==> config.mk <==
export PLATFORM = sky130hd
export DESIGN_NAME = ula_issuer
export DESIGN_NICKNAME = d
export VERILOG_FILES = /design/src/rtl/ula_pkg.sv /design/src/rtl/ula_issuer_dp.sv /design/src/rtl/ula_issuer.sv
export SDC_FILE = /design/constraint.sdc
export NUM_CORES = 1
export LEC_CHECK = 0
export ABC_AREA = 0
export BUFFER_PORTS_ARGS = -buffer_cell sky130_fd_sc_hd__buf_4
export CAP_MARGIN = 20
export CORE_UTILIZATION = 58
export CTS_CLUSTER_SIZE = 16
export DETAILED_ROUTE_END_ITERATION = 7
export GPL_ROUTABILITY_DRIVEN = 0
export PLACE_DENSITY_LB_ADDON = 0.25
export RECOVER_POWER = 50
export SETUP_SLACK_MARGIN = 0.05
export SYNTH_ARGS = -nofsm -noshare
export SYNTH_HDL_FRONTEND = slang
export SYNTH_SLANG_ARGS = --single-unit
==> constraint.sdc <==
create_clock -name clk -period 5 [get_ports clk]
set_clock_uncertainty 0.1 [all_clocks]
set_input_delay 0.5 -clock clk [delete_from_list [all_inputs] [get_ports clk]]
set_output_delay 0.5 -clock clk [all_outputs]
set_load 0.005 [all_outputs]
==> src/rtl/ula_pkg.sv <==
// ula_pkg: shared op and state encodings for the ula_issuer front-end
package ula_pkg;
   typedef enum logic [1:0] {
      OP_ADD = 2'd0,
      OP_SUB = 2'd1,
      OP_SHR = 2'd2,
      OP_SHL = 2'd3
   } op_e;
   typedef enum logic [1:0] {
      IDLE = 2'd0,
      EXEC = 2'd1,
      HOLD = 2'd2
   } state_e;
endpackage

==> src/rtl/ula_issuer_dp.sv <==
// ula_issuer_dp: combinational (WIDTH+1)-bit ALU datapath producing {ovf, result}
module ula_issuer_dp
   import ula_pkg::*;
#(
   parameter int WIDTH = 4
) (
   input  op_e              op,
   input  logic [WIDTH-1:0] a,
   input  logic [WIDTH-1:0] b,
   output logic [WIDTH:0]   res
);
   logic [WIDTH:0] ae, be;
   assign ae = {1'b0, a};
   assign be = {1'b0, b};
   // zero-extended operands make carry, borrow and shifted-out bit land in the top bit
   always_comb res = op == OP_ADD ? ae + be :
                     op == OP_SUB ? ae - be :
                     op == OP_SHR ? ae >> b : ae << b;
endmodule

==> src/rtl/ula_issuer.sv <==
// ula_issuer: valid/ready front-end around the ALU datapath; ULA_ISSUER_CHAIN_EN enables result chaining
module ula_issuer
   import ula_pkg::*;
#(
   parameter int WIDTH = 4,
   parameter int CNT_W = 8
) (
   input  logic             clk,
   input  logic             rst,
   input  logic             cmd_valid,
   output logic             cmd_ready,
   input  logic [1:0]       cmd_sel,
   input  logic [WIDTH-1:0] cmd_a,
   input  logic [WIDTH-1:0] cmd_b,
   input  logic             cmd_chain,
   output logic             rsp_valid,
   input  logic             rsp_ready,
   output logic [WIDTH-1:0] rsp_data,
   output logic             rsp_ovf,
   output logic             busy,
   output logic [CNT_W-1:0] ovf_cnt
);
   state_e state, state_nx;
   op_e op_q;
   logic [WIDTH-1:0] a_q, b_q, a_in;
   logic [WIDTH:0] res, res_q;
   logic [CNT_W-1:0] cnt;
   logic acc, hs;
   always_ff @(posedge clk)
      if (rst) state <= IDLE;
      else state <= state_nx;
   always_comb state_nx = state == IDLE ? (cmd_valid ? EXEC : IDLE) :
                          state == EXEC ? HOLD : (rsp_ready ? IDLE : HOLD);
   always_comb begin
      cmd_ready = state == IDLE;
      rsp_valid = state == HOLD;
      busy = state != IDLE;
   end
   assign acc = cmd_valid & cmd_ready;
   assign hs = rsp_valid & rsp_ready;
`ifdef ULA_ISSUER_CHAIN_EN
   logic [WIDTH-1:0] chain_q;
   always_ff @(posedge clk)
      if (rst) chain_q <= '0;
      else if (hs) chain_q <= res_q[WIDTH-1:0];
   assign a_in = cmd_chain ? chain_q : cmd_a;
`else
   logic unused_chain;
   assign unused_chain = cmd_chain;
   assign a_in = cmd_a;
`endif
   always_ff @(posedge clk)
      if (rst) begin
         op_q <= OP_ADD;
         a_q <= '0;
         b_q <= '0;
         res_q <= '0;
         cnt <= '0;
      end else begin
         if (acc) begin
            op_q <= op_e'(cmd_sel);
            a_q <= a_in;
            b_q <= cmd_b;
         end
         if (state == EXEC) res_q <= res;
         if (hs && res_q[WIDTH] && cnt != '1) cnt <= cnt + CNT_W'(1);
      end
   ula_issuer_dp #(.WIDTH(WIDTH)) u_dp (
      .op (op_q),
      .a  (a_q),
      .b  (b_q),
      .res(res)
   );
   assign rsp_data = res_q[WIDTH-1:0];
   assign rsp_ovf = res_q[WIDTH];
   assign ovf_cnt = cnt;
endmodule

Word-level counts from Yosys, hierarchy flattened
Cells that the tools add are included.
- register bits: 25
- memories kept: 0
- output and inout bits: 16
- memory bits (read-only): 0
- logic and storage cells: 30
- bits in latches: 0
- bits of input ports: 15
- bits in writable memories: 0
- bitwise logic cells: 2
- $lt $le $gt $ge: 0
- reductions and logical operators: 5
- multipliers: 0
- div/mod/pow operators: 0
- muxes and demuxes: 7
- $add $sub $neg: 3
- equality and inequality tests: 5
- shifts and indexed selects: 2
- operators by type and width (operator ; count):
    2-to-1 mux 5 bit ; 3
    adder 8 x 1 -> 8 bit (second input constant) ; 1
    != test 8 bit (second input constant) ; 1
    2-to-1 mux 2 bit ; 3
    adder 4 x 4 -> 5 bit ; 1
    << shifter 4 x 4 -> 5 bit ; 1
    >> shifter 4 x 4 -> 5 bit ; 1
    subtractor 4 x 4 -> 5 bit ; 1
    equality test 2 x 1 -> 1 bit (second input constant) ; 2
    equality test 2 bit (second input constant) ; 2
    logical NOT 2 bit ; 2
    bitwise AND 1 bit ; 2
    logical AND 1 bit ; 2
    nonzero test 2 bit ; 1
    2-to-1 mux 1 bit ; 1

Logic depth before layout (Yosys ltp)
Gate-level depths: netlist of run 1.
- depth in word-level cells: 4
- depth in mapped cells: 9
- mapped depth without buffers: 9

Cells and area by module
A second synthesis of run 1 with hierarchy kept.
- cells, all modules: 197
- area, all modules: 1629.1 µm²
- by module, submodules not included (module ; cells each ; area an instance (µm²) ; times used ; sequential area each (µm²)):
    ula_issuer ; 115 ; 1007.2 ; 1 ; 500.5
    ula_issuer_dp ; 82 ; 621.8 ; 1 ; 0.0

Least setup slack after synthesis of run 1
OpenSTA, ideal clock, no wires.
- kind: register -> register
- start point: reg b_q[1]
- end point: reg res_q[4]
- setup slack: 3157 ps
- clock period less this slack: 1843 ps
- library setup time: 91 ps
- stages on the path, launching flop included: 8
- arrival: 1652 ps
- required time: 4809 ps
- buffers on the path: 0
- cell sequence: dfxtp_1 inv_2 fa_1 a21oi_1 nor2b_1 o21ai_0 o311ai_0 a311oi_1
- word-level cells in the longest chain between the ends: 4
- elaborated cells between the ends (all ways): 7
- those cells by class: 2 x add/sub; 2 x shift; 3 x mux
- ends and longest elaborated chain (item ; line ; source):
    from (decl) ; ula_issuer.sv:25 ; logic [WIDTH-1:0] a_q, b_q, a_in;
    from (signal assigned) ; ula_issuer.sv:63 ; b_q <= cmd_b;
    << shifter 4 x 4 -> 5 bit / >> shifter 4 x 4 -> 5 bit (equally long branches) ; ula_issuer_dp.sv:18 ; op == OP_SHR ? ae >> b : ae << b;
    2-to-1 mux 5 bit ; ula_issuer_dp.sv:18 ;
    2-to-1 mux 5 bit ; ula_issuer_dp.sv:17 ; op == OP_SUB ? ae - be :
    2-to-1 mux 5 bit * ; ula_issuer_dp.sv:16 ; always_comb res = op == OP_ADD ? ae + be :
    to (signal assigned) ; ula_issuer.sv:65 ; if (state == EXEC) res_q <= res;
    to (decl) ; ula_issuer.sv:26 ; logic [WIDTH:0] res, res_q;
Every way passes the cells marked *; elsewhere a longest branch is shown, timed or not.
A chain may end at the register's enable or synchronous reset.

Final worst setup path of run 1
- start point: reg b_q[0]
- end point: reg res_q[4]
Same word-level chain as after synthesis.

==> PnR_summary.wiki, run 1 <==
{| class="wikitable"
! Metric !! Value
|-
| Height of the die || 53.6 um
|-
| Final cycle utilization of the critical path || 46.1%
|-
| Clock transition time at the flip-flop clock pins of the worst setup and hold paths || 0.14 ns
|-
| Maximum frequency from static timing analysis || 434 MHz
|-
| Residual antenna-violating net count after detailed routing || 0
|-
| Fin Hold WS || 0.248 ns
|-
| Net count of the mapped netlist || 226
|-
| DPL Wire Length || 2650 um
|-
| Residual DRC || 0
|-
| CTS tree || done
|-
| Detailed-route wire length per cell || 14.2 um
|-
| Netlist cell types || 44
|-
| Initial drt markers || 55
|-
| Total iterations of the first detailed-routing run || 4
|-
| IR Drop Worst-Case VDD || 0.206 mV
|-
| Hold Fails Final Rpt || 0
|-
| Initial antenna violation count || 0
|-
| Worst path required time || 5.15 ns
|-
| Antenna diode count || 0
|-
| Die footprint || 2870 sq um
|-
| Kind of end point of the critical path || flop
|-
| Worst skew pair latency || 0.32 ns
|-
| Final net count || 250
|-
| Static leakage || 0.709 nW
|-
| Final setup violation count || 0
|-
| I/O pin count || 31
|-
| Warning count from the yosys run || 0
|-
| Number of setup buffers added after CTS || 0
|-
| PortBufs || 29
|-
| Slew headroom || 62.4%
|-
| Result of the run || complete, no violations
|-
| Per-cell via count in the routed design || 5.88
|-
| Hold buffers post-CTS || 0
|-
| Synth Register Bits || 25
|-
| Final worst path period need || 2.31 ns
|-
| Final-layout setup total negative slack || 0 ns
|-
| Number of pins exceeding their max-slew limit in the final report || 0
|-
| Most common cell after layout, fill and taps aside || nand2_1
|-
| Placement Rows || 18
|-
| Number of enable-type register cells in the synthesized netlist || 0
|-
| Detailed-route wire length || 3590 um
|-
| Number of cells produced by synthesis || 199
|-
| Class of the worst hold path || in2reg
|-
| Number of clock buffers inserted by TritonCTS || 3
|-
| Data arrival time of the critical path || 2.46 ns
|-
| Leading area contributor after synthesis || dfxtp_1
|-
| Area growth from synthesis to final layout || 15.1%
|-
| Clock root buffer || clkbuf_4
|-
| Post-cts gate resize count || 0
|-
| Ys async rst share || 0%
|-
| Commonest cells after routing, fill and taps aside || nand2_1, dfxtp_1, nor2_1, a21oi_1, buf_4
|-
| Overall power after layout || 0.413 mW
|-
| Total global routing track utilization || 27.0%
|-
| Maximum fanout along the worst path || 13
|-
| Final instance area || 1780 sq um
|-
| Total core area || 2500 sq um
|-
| Die X-Extent || 53.6 um
|-
| Crit start category || flop
|-
| Initial standard-cell utilization of the core || 61.8%
|-
| Number of max-cap violations || 0
|-
| Share of final-layout standard cells stronger than drive strength 1 || 15.3%
|-
| Wire length of the first global-routing pass || 5670 um
|-
| Dominant synthesized flop cell || dfxtp_1
|-
| Unrepaired setup endpoints after global routing || false
|-
| Biggest area contributors in the synthesized netlist || dfxtp_1, ha_1, nand2_1, a21oi_1, nor2_1
|-
| Worst-Margin Slew || 0.557 ns
|-
| Sequential-to-total area share from yosys stat || 32.4%
|-
| Placement-stage cell area || 1760 sq um
|-
| Maximum number of pins on one net before global-route repair || 28
|-
| Vias || 1482
|-
| Category of the most critical setup path || reg2reg
|-
| Syn_area_per_cell || 7.76 sq um
|-
| Power density of the placed cells || 233 nW/um^2
|-
| Buffer levels on the longest clock path || 2
|-
| Max H-tree Level || 1
|-
| Clock net sink count || 25
|-
| Post-synthesis cell area || 1540 sq um
|-
| Overflow left after global routing || 0
|-
| Number of global-route vias before repair || 1327
|-
| Fraction of post-synthesis cell area in the top cell type by area || 32.4%
|}
-- worst paths after layout --
kind                                 from       end  slack, ns  cells past startpoint
worst max-delay path               b_q[0]  res_q[4]       2.69                      8
worst min-delay path            rsp_ready  state[1]       0.25                      2
worst max register to register     b_q[0]  res_q[4]       2.69                      8
worst min register to register   res_q[0]  res_q[0]       0.41                      2
-- per-stage QoR --
step	cells	utilization, %	setup WS (ns)
2_1_floorplan	199	-	3.16
3_3_place_gp	248	70.3	2.82
3_5_place_dp	248	70.3	2.77
4_1_cts	252	71.5	2.74
5_1_grt	252	71.1	2.52
6_report	252	71.1	2.69
-- cell families after synthesis --
| kind of cell | synth area share (%) |
|---|---|
| adder cells (fa/ha/maj) | 10.7 |
| XOR/XNOR | 5.67 |
| buffers and inverters | 5.59 |
| AO/OA/AOI/OAI | 21.8 |
| multiplexers | 0.648 |
| flip-flops | 32.4 |
| AND/OR/NAND/NOR | 23.2 |
-- area by class of cell --
type,count,area [sq um]
Multi-Input combinational cell,152,950
Fill cell,212,723
Sequential cell,25,500
Timing Repair Buffer,29,214
Inverter,12,45.0
Tap cell,30,37.5
Clock buffer,3,22.5
Clock inverter,1,7.51
-- power by group --
part	internal, mW	leakage, nW	total [mW]	switching, mW
clock	0.0306	0.0139	0.0950	0.0644
combinational	0.0423	0.491	0.0926	0.0503
sequential	0.209	0.204	0.226	0.0167
total	0.282	0.709	0.413	0.131
-- layer usage --
metal	global-route usage (%)	vias up	wire length, um
met2	45.0	63	1700
met1	35.2	672	1630
met5	0	-	0
li1	-	740	-
met4	9.65	0	44
met3	4.24	7	213
-- state kept, by name (all words and copies together) (netlist names) --
signal	count
ovf_cnt	8
res_q	5
state	2
a_q	4
op_q	2
b_q	4
-- cell usage after synthesis (all sizes together) (2+ instances only) --
cell type	instances
fa	2
nand3	4
ha	10
o22ai	2
o31ai	2
a21o	2
a21oi	18
buf	4
and2	3
nand4	3
nor3	3
inv	12
nand2b	2
o21ai	6
a22oi	2
xnor2	5
xor2	5
a211oi	3
nor2b	4
a31oi	3
and3	2
dfxtp	25
a41oi	2
nand2	30
o211ai	4
nor2	22
clkbuf	6
-- worst max-delay path, cell delays in order, from the launching register on --
cell	delay, ns
dfxtp_1	0.59
ha_1	0.24
inv_1	0.07
fa_1	0.40
a21oi_1	0.18
nor2b_1	0.06
o21ai_0	0.13
o311ai_0	0.20
a311oi_1	0.28
Note: power is estimated with default switching activity, not from simulation.
==> inputs of run 2 (changes only) <==
--- a/config.mk
+++ b/config.mk
@@ -8,7 +8,7 @@
 export ABC_AREA = 0
 export BUFFER_PORTS_ARGS = -buffer_cell sky130_fd_sc_hd__buf_4
 export CAP_MARGIN = 20
-export CORE_UTILIZATION = 58
+export CORE_UTILIZATION = 49
 export CTS_CLUSTER_SIZE = 16
 export DETAILED_ROUTE_END_ITERATION = 7
 export GPL_ROUTABILITY_DRIVEN = 0
==> constraint.sdc (replaced) <==
create_clock -name clk -period 2.12 [get_ports clk]
set_clock_uncertainty 0.1 [all_clocks]
set_input_delay 0.212 -clock clk [delete_from_list [all_inputs] [get_ports clk]]
set_output_delay 0.212 -clock clk [all_outputs]
set_load 0.005 [all_outputs]
==> run 2 against run 1 <==
Effect of this change: final cell count is 9.9% higher; die area is 18% higher; power is 140% higher; critical path depth is 1 higher; utilization is 8.6 points lower; worst setup slack worse by 2.5 ns; combinational power grew to 2.7 times the previous value; routed wire length is 2.5% lower; non-clock buffer count is 11 higher; final area is 6.5% higher; sequential cell count stayed put; worst hold slack worse by 0.24 ns; largest cell class unchanged.
==> PnR_summary.wiki, run 2 (synthesis results as in run 1) <==
{| class="wikitable"
! Metric !! Value
|-
| CP max stage delay || 0.40 ns (was 0.59 ns)
|-
| Number of stages on the worst setup path || 9 (was 8)
|-
| Class of the worst hold path || in2reg (unchanged)
|-
| Wl on met1 || 1820 um (was 1630 um)
|-
| Worst path required time || 2.27 ns (was 5.15 ns)
|-
| Overflow left after global routing || 0 (unchanged)
|-
| Antenna diode count || 0 (unchanged)
|-
| Final cycle utilization of the critical path || 89.9% (was 46.1%)
|-
| Buffer levels on the longest clock path || 2 (unchanged)
|-
| Uppermost layer routed || met4 (unchanged)
|-
| Maximum frequency from static timing analysis || 525 MHz (was 434 MHz)
|-
| Total global routing track utilization || 22.3% (was 27.0%)
|-
| Worst path top cell family by delay || compound AO/OA/AOI/OAI gates (unchanged)
|-
| Final worst path period need || 1.91 ns (was 2.31 ns)
|-
| Number of pins exceeding their max-slew limit in the final report || 0 (unchanged)
|-
| Detailed-route wire length per cell || 12.6 um (was 14.2 um)
|-
| I/O pin count || 31 (unchanged)
|-
| CTS tree || done (unchanged)
|-
| Placement Rows || 20 (was 18)
|-
| Hold Fails Final Rpt || 0 (unchanged)
|-
| Clock net sink count || 25 (unchanged)
|-
| Unrepaired setup endpoints after global routing || true (was false)
|-
| Chain of cells forming the critical path || inv_1 > ha_1 > inv_1 > fa_1 > a21oi_1 > nor2b_1 > o21ai_1 > o311ai_1 > a311oi_1 (was ha_1 > inv_1 > fa_1 > a21oi_1 > nor2b_1 > o21ai_0 > o311ai_0 > a311oi_1)
|-
| Data arrival time of the critical path || 2.06 ns (was 2.46 ns)
|-
| Maximum number of pins on one net before global-route repair || 28 (unchanged)
|-
| Largest register FFs || 8 (unchanged)
|-
| DPL Wire Length || 2650 um (about the same)
|-
| PortBufs || 29 (unchanged)
|-
| Area growth from synthesis to final layout || 22.6% (was 15.1%)
|-
| Worst-Margin Slew || 0.442 ns (was 0.557 ns)
|-
| Commonest cells after routing, fill and taps aside || nand2_1, dfxtp_1, buf_4, nor2_1, a21oi_1 (was nand2_1, dfxtp_1, nor2_1, a21oi_1, buf_4)
|-
| Clock transition time at the flip-flop clock pins of the worst setup and hold paths || 0.15 ns (was 0.14 ns)
|-
| Wire length of the first global-routing pass || 5800 um (was 5670 um)
|-
| Register-to-register path setup slack || 0.21 ns (was 2.69 ns)
|-
| Layout fillers || 286 (was 212)
|-
| Max H-tree Level || 1 (unchanged)
|-
| Fin Hold WS || 0.0101 ns (was 0.248 ns)
|-
| IR Drop Worst-Case VDD || 0.371 mV (was 0.206 mV)
|-
| Placement-stage cell area || 1840 sq um (was 1760 sq um)
|-
| Initial standard-cell utilization of the core || 51.0% (was 61.8%)
|-
| Area of the multi-input gates || 960 sq um (was 950 sq um)
|-
| Residual DRC || 0 (unchanged)
|-
| Final setup violation count || 0 (unchanged)
|-
| Most common cell after layout, fill and taps aside || nand2_1 (unchanged)
|-
| Initial drt markers || 41 (was 55)
|-
| Initial antenna violation count || 0 (unchanged)
|-
| Overall power after layout || 0.997 mW (was 0.413 mW)
|-
| Met3 layer wire length in the routed design || 166 um (was 213 um)
|-
| Final instance area || 1890 sq um (was 1780 sq um)
|-
| Launch instance of the worst register-to-register path || a_q[0] (was b_q[0])
|-
| Power density of the placed cells || 527 nW/um^2 (was 233 nW/um^2)
|-
| Max stage delay cell, worst path || fa_1 (was dfxtp_1)
|-
| Slew headroom || 70.5% (was 62.4%)
|-
| Die X-Extent || 58.1 um (was 53.6 um)
|-
| Total iterations of the first detailed-routing run || 4 (unchanged)
|-
| Clock root buffer || clkbuf_4 (unchanged)
|-
| Per-cell via count in the routed design || 5.27 (was 5.88)
|-
| Worst path buffer plus inverter count || 2 (was 1)
|-
| Number of clock buffers inserted by TritonCTS || 3 (unchanged)
|-
| Die footprint || 3380 sq um (was 2870 sq um)
|-
| Category of the most critical setup path || reg2reg (unchanged)
|-
| Detailed route wirelength on metal2 || 1460 um (was 1700 um)
|-
| Height of the die || 58.1 um (was 53.6 um)
|-
| Crit start category || flop (unchanged)
|-
| Static leakage || 0.763 nW (was 0.709 nW)
|-
| Vias || 1459 (was 1482)
|-
| Result of the run || complete, no violations (unchanged)
|-
| Final net count || 261 (was 250)
|-
| Number of max-cap violations || 0 (unchanged)
|-
| Detailed-route wire length || 3500 um (was 3590 um)
|-
| Capture point of the critical path || res_q[4] (unchanged)
|-
| Residual antenna-violating net count after detailed routing || 0 (unchanged)
|-
| Kind of end point of the critical path || flop (unchanged)
|-
| CP most frequent cell || inv_1
|-
| Number of global-route vias before repair || 1256 (was 1327)
|-
| Launch point of the critical path || a_q[0] (was b_q[0])
|-
| R2R Path End || res_q[4] (unchanged)
|-
| Worst skew pair latency || 0.33 ns (was 0.32 ns)
|-
| Register Area || 502 sq um (was 500 sq um)
|-
| Maximum fanout along the worst path || 5 (was 13)
|-
| Share of final-layout standard cells stronger than drive strength 1 || 19.7% (was 15.3%)
|-
| Final core area utilization || 62.5% (was 71.1%)
|-
| Final-layout setup total negative slack || 0 ns (unchanged)
|-
| Length in cells of the worst reg-to-reg path || 9 (was 8)
|-
| Number of setup buffers added after CTS || 0 (unchanged)
|-
| Total core area || 3030 sq um (was 2500 sq um)
|}
-- run 2: changes by cell type in the layout (fill, tap and decap cells not counted), sizes merged --
| cell | change |
|---|---|
| clkbuf | +3 |
| buf | +6 |
| dlygate4sd3 | +2 |
-- run 2: final cells by class --
cell class / instances / area share (%)
multi-input cells: 152 / 50.7
flip-flops and latches: 25 / 26.5
repair buffers: 40 / 15.9
well taps: 44 / 2.91
inverters: 12 / 2.38
clock buffers: 3 / 1.19
clock inverters: 1 / 0.397
-- run 2: how the worst min path moves through the flow --
stage / startpoint / end / cells after the start
floorplan: rsp_ready / state[1] / 1
global placement: rsp_ready / state[1] / 2
detailed placement: rsp_ready / state[1] / 2
CTS: cmd_b[0] / b_q[0] / 3
global route: cmd_b[3] / b_q[3] / 3
finish: cmd_b[0] / b_q[0] / 3
-- run 2: power breakdown --
part,internal [mW],switching [mW],leakage (nW)
Combinational,0.118,0.135,0.545
Sequential,0.493,0.0223,0.204
Clock,0.0721,0.156,0.0139
-- run 2: what timing repair did --
item | CTS | global route
resized for setup | 0 | 4
setup endpoints to repair | 0 | 2
endpoints found under the hold margin | 1 | 1
hold buffers | 1 | 1
-- run 2: worst register-to-register path, stage by stage (launching register included) --
cell and delay (ns):
dfxtp_2 0.37, inv_1 0.08, ha_1 0.14, inv_1 0.06, fa_1 0.40, a21oi_1 0.17, nor2b_1 0.06, o21ai_1 0.12
o311ai_1 0.12, a311oi_1 0.21
-- run 2: stage by stage --
step | cells | setup WS [ns]
2_1_floorplan | 199 | 0.277
3_3_place_gp | 271 | 0.143
3_5_place_dp | 271 | 0.0950
4_1_cts | 276 | 0.0643
5_1_grt | 277 | 0.0410
6_report | 277 | 0.215
-- run 2: per-layer routing --
layer,GRT usage [%],vias to the layer above
li1,-,758
met1,33.5,644
met2,32.0,49
met3,4.24,8
met4,6.80,0
met5,0,-
==> inputs of run 3 (changes only) <==
--- a/config.mk
+++ b/config.mk
@@ -6,7 +6,7 @@
 export NUM_CORES = 1
 export LEC_CHECK = 0
 export ABC_AREA = 0
-export BUFFER_PORTS_ARGS = -buffer_cell sky130_fd_sc_hd__buf_4
+export BUFFER_PORTS_ARGS = -buffer_cell sky130_fd_sc_hd__buf_2
 export CAP_MARGIN = 20
 export CORE_UTILIZATION = 49
 export CTS_CLUSTER_SIZE = 16
@@ -17,4 +17,5 @@
 export SETUP_SLACK_MARGIN = 0.05
 export SYNTH_ARGS = -nofsm -noshare
 export SYNTH_HDL_FRONTEND = slang
+export SYNTH_HIERARCHICAL = 1
 export SYNTH_SLANG_ARGS = --single-unit
==> run 3 against run 2 <==
Effect of this change: die area increased by 5.3%; area after synthesis is 5.5% higher; synthesized cell count shrank 1.0%; combinational power increased by 2%; critical path depth is the same; global-route usage fell by 1.2 points; final cell count rose by 0.36%; critical endpoint is now res_q[4].
==> PnR_summary.wiki, run 3 <==
{| class="wikitable"
! Metric !! Value
|-
| Result of the run || complete, no violations (unchanged)
|-
| Buffer levels on the longest clock path || 2 (unchanged)
|-
| Detailed-route wire length || 3490 um (was 3500 um)
|-
| Clock transition time at the flip-flop clock pins of the worst setup and hold paths || 0.15 ns (about the same)
|-
| Sequential-to-total area share from yosys stat || 30.7% (was 32.4%)
|-
| Number of global-route vias before repair || 1229 (was 1256)
|-
| GRT busiest layer || met1 (unchanged)
|-
| Syn_area_per_cell || 8.27 sq um (was 7.76 sq um)
|-
| Overall power after layout || 0.985 mW (was 0.997 mW)
|-
| Routing usage on met2 || 29.2% (was 32.0%)
|-
| Maximum fanout along the worst path || 3 (was 5)
|-
| Area of the multi-input gates || 1030 sq um (was 960 sq um)
|-
| Die footprint || 3560 sq um (was 3380 sq um)
|-
| Data arrival time of the critical path || 2.08 ns (was 2.06 ns)
|-
| Fraction of post-synthesis cell area in the top cell type by area || 30.7% (was 32.4%)
|-
| CTS tree || done (unchanged)
|-
| Final net count || 262 (was 261)
|-
| Netlist cell types || 51 (was 44)
|-
| Initial standard-cell utilization of the core || 52.5% (was 51.0%)
|-
| Antenna diode count || 0 (unchanged)
|-
| Height of the die || 59.7 um (was 58.1 um)
|-
| Category of the most critical setup path || reg2reg (unchanged)
|-
| Die X-Extent || 59.7 um (was 58.1 um)
|-
| Layout fillers || 312 (was 286)
|-
| Number of clock buffers inserted by TritonCTS || 3 (unchanged)
|-
| Unrepaired setup endpoints after global routing || false (was true)
|-
| Net count of the mapped netlist || 224 (was 226)
|-
| Initial antenna violation count || 0 (unchanged)
|-
| Warning count from the yosys run || 6 (was 0)
|-
| Kind of end point of the critical path || flop (unchanged)
|-
| Vias || 1480 (was 1459)
|-
| Class of the worst hold path || in2reg (unchanged)
|-
| Relative contribution of combinational cells to total power || 26.1% (was 25.4%)
|-
| DPL Wire Length || 2570 um (was 2650 um)
|-
| Maximum number of pins on one net before global-route repair || 26 (was 28)
|-
| Wire length of the first global-routing pass || 5730 um (was 5800 um)
|-
| Final-layout setup total negative slack || 0 ns (unchanged)
|-
| Worst path required time || 2.29 ns (was 2.27 ns)
|-
| Worst-Margin Slew || 0.465 ns (was 0.442 ns)
|-
| Leading area contributor after synthesis || dfxtp_1 (unchanged)
|-
| Met3 Usage GRT || 2.60% (was 4.24%)
|-
| Final instance area || 1920 sq um (was 1890 sq um)
|-
| Final worst slack || 0.203 ns (was 0.215 ns)
|-
| Ys async rst share || 0% (unchanged)
|-
| Maximum frequency from static timing analysis || 522 MHz (was 525 MHz)
|-
| Reported net switching power || 0.305 mW (was 0.314 mW)
|-
| Crit start category || flop (unchanged)
|-
| Switching power share of the total || 31.0% (was 31.5%)
|-
| Placement-stage cell area || 1860 sq um (was 1840 sq um)
|-
| Initial drt markers || 76 (was 41)
|-
| CP max stage delay || 0.40 ns (about the same)
|-
| Static leakage || 0.817 nW (was 0.763 nW)
|-
| Total placed cells including tap cells || 272 (was 271)
|-
| I/O pin count || 31 (unchanged)
|-
| Per-cell via count in the routed design || 5.32 (was 5.27)
|-
| Hold Fails Final Rpt || 0 (unchanged)
|-
| Detailed-route wire length per cell || 12.5 um (was 12.6 um)
|-
| Chain of cells forming the critical path || ha_1 > inv_1 > fa_1 > o21bai_1 > a211oi_1 > a211oi_2 > a41o_1 > mux2i_1 > nor2_1 (was inv_1 > ha_1 > inv_1 > fa_1 > a21oi_1 > nor2b_1 > o21ai_1 > o311ai_1 > a311oi_1)
|-
| Final cycle utilization of the critical path || 90.4% (was 89.9%)
|-
| Number of max-cap violations || 0 (unchanged)
|-
| Max stage delay cell, worst path || dfxtp_1 (was fa_1)
|-
| Commonest cells after routing, fill and taps aside || nand2_1, dfxtp_1, buf_2, a21oi_1, nor2_1 (was nand2_1, dfxtp_1, buf_4, nor2_1, a21oi_1)
|-
| Synth Register Bits || 25 (unchanged)
|-
| Final setup violation count || 0 (unchanged)
|-
| Register Area || 502 sq um (unchanged)
|-
| Final worst path period need || 1.92 ns (was 1.91 ns)
|-
| Cell Count, Final, Fillers Out || 278 (was 277)
|-
| Worst path top cell family by delay || compound AO/OA/AOI/OAI gates (unchanged)
|-
| Top cells by instance count after synthesis || dfxtp_1, nand2_1, a21oi_1, nor2_1, inv_1 (was nand2_1, dfxtp_1, nor2_1, a21oi_1, inv_1)
|-
| Cell Int Power || 0.679 mW (was 0.683 mW)
|-
| Worst skew pair latency || 0.32 ns (was 0.33 ns)
|-
| Number of enable-type register cells in the synthesized netlist || 0 (unchanged)
|-
| Total global routing track utilization || 21.1% (was 22.3%)
|-
| Total iterations of the first detailed-routing run || 4 (unchanged)
|-
| Most common cell after layout, fill and taps aside || nand2_1 (unchanged)
|-
| Proportion of power drawn by flip-flops and latches || 51.5% (was 51.7%)
|-
| Clock net sink count || 25 (unchanged)
|-
| Slew headroom || 69.0% (was 70.5%)
|-
| Biggest area contributors in the synthesized netlist || dfxtp_1, ha_1, mux2i_1, a21oi_1, nand2_1 (was dfxtp_1, ha_1, nand2_1, a21oi_1, nor2_1)
|-
| Post-synthesis cell area || 1630 sq um (was 1540 sq um)
|-
| Number of pins exceeding their max-slew limit in the final report || 0 (unchanged)
|-
| PortBufs || 29 (unchanged)
|-
| Largest register FFs || 8 (unchanged)
|-
| Placement Rows || 20 (unchanged)
|-
| Area growth from synthesis to final layout || 17.6% (was 22.6%)
|-
| Overflow left after global routing || 0 (unchanged)
|-
| Residual antenna-violating net count after detailed routing || 0 (unchanged)
|-
| IR Drop Worst-Case VDD || 0.421 mV (was 0.371 mV)
|-
| Max H-tree Level || 1 (unchanged)
|-
| Dominant synthesized flop cell || dfxtp_1 (unchanged)
|-
| Worst path buffer plus inverter count || 1 (was 2)
|-
| Number of cells produced by synthesis || 197 (was 199)
|-
| Grt met1 use || 33.2% (was 33.5%)
|-
| Residual DRC || 0 (unchanged)
|-
| Share of final-layout standard cells stronger than drive strength 1 || 22.6% (was 19.7%)
|-
| Power density of the placed cells || 514 nW/um^2 (was 527 nW/um^2)
|-
| Clock root buffer || clkbuf_4 (unchanged)
|-
| Placement Setup Slack || 0.0949 ns (was 0.0950 ns)
|-
| Part of the total power dissipated in the clock network || 22.3% (was 22.9%)
|-
| Total core area || 3100 sq um (was 3030 sq um)
|}
==> run 3: what timing repair did <==
item,CTS,global route
endpoints found under the setup margin,0,3
endpoints found under the hold margin,1,1
hold buffers,1,1
buffers inserted,0,0
resized for setup,0,5
==> run 3: metal layers <==
layer | vias up | part of all wire [%]
li1 | 769 | -
met1 | 669 | 50
met2 | 38 | 45
met3 | 4 | 4.0
met4 | 0 | 0.98
met5 | - | 0
==> run 3: logic make-up after synthesis <==
logic type / synth area share [%]
and+or+nand+nor: 23.1
AOI/OAI and AO/OA: 20.0
DFF: 30.7
buffers and inverters: 6.99
adders and majority gates: 10.1
muxes: 6.84
xor gates and xnor gates: 2.15
==> run 3: worst paths after layout <==
path	start	cells past startpoint	endpoint	slack (ns)
setup reg to reg	b_q[0]	9	res_q[4]	0.20
hold reg to reg	op_q[0]	2	op_q[0]	0.40
hold / removal	cmd_b[2]	3	b_q[2]	0.01
setup / recovery	b_q[0]	9	res_q[4]	0.20
==> run 3: per-stage QoR <==
| stage | hold WS [ns] | utilization, % |
|---|---|---|
| finish | 0.0143 | 61.7 |
| global route | 0.0103 | 61.7 |
| CTS | 0.00613 | 61.3 |
| detailed placement | 0.348 | 60.0 |
| global placement | 0.341 | 60.0 |
| floorplan | 0.214 | - |
==> run 3: power groups by stage <==
stage / logic [mW] / registers (mW) / clock network [mW]
after detailed placement: 0.247 / 0.518 / 0
after global placement: 0.247 / 0.517 / 0
final: 0.257 / 0.508 / 0.220
after CTS: 0.250 / 0.507 / 0.227
after global routing: 0.291 / 0.511 / 0.249
after floorplan: 0.174 / 0.519 / 0
==> run 3: cell type report <==
class                   instances  area share (%)
inverters                      14            2.94
flip-flops and latches         25            26.2
repair buffers                 43            12.7
clock buffers                   3            1.18
clock inverters                 1           0.392
multi-input cells             148            53.8
well taps                      44            2.87
==> run 3: tightest hold or removal path: cells and delay by family <==
| family | cells | cell delay (ns) |
|---|---|---|
| buffers and inverters | 1 | 0.09 |
| AND/OR/NAND/NOR | 1 | 0.04 |
| AO/OA/AOI/OAI | 1 | 0.05 |
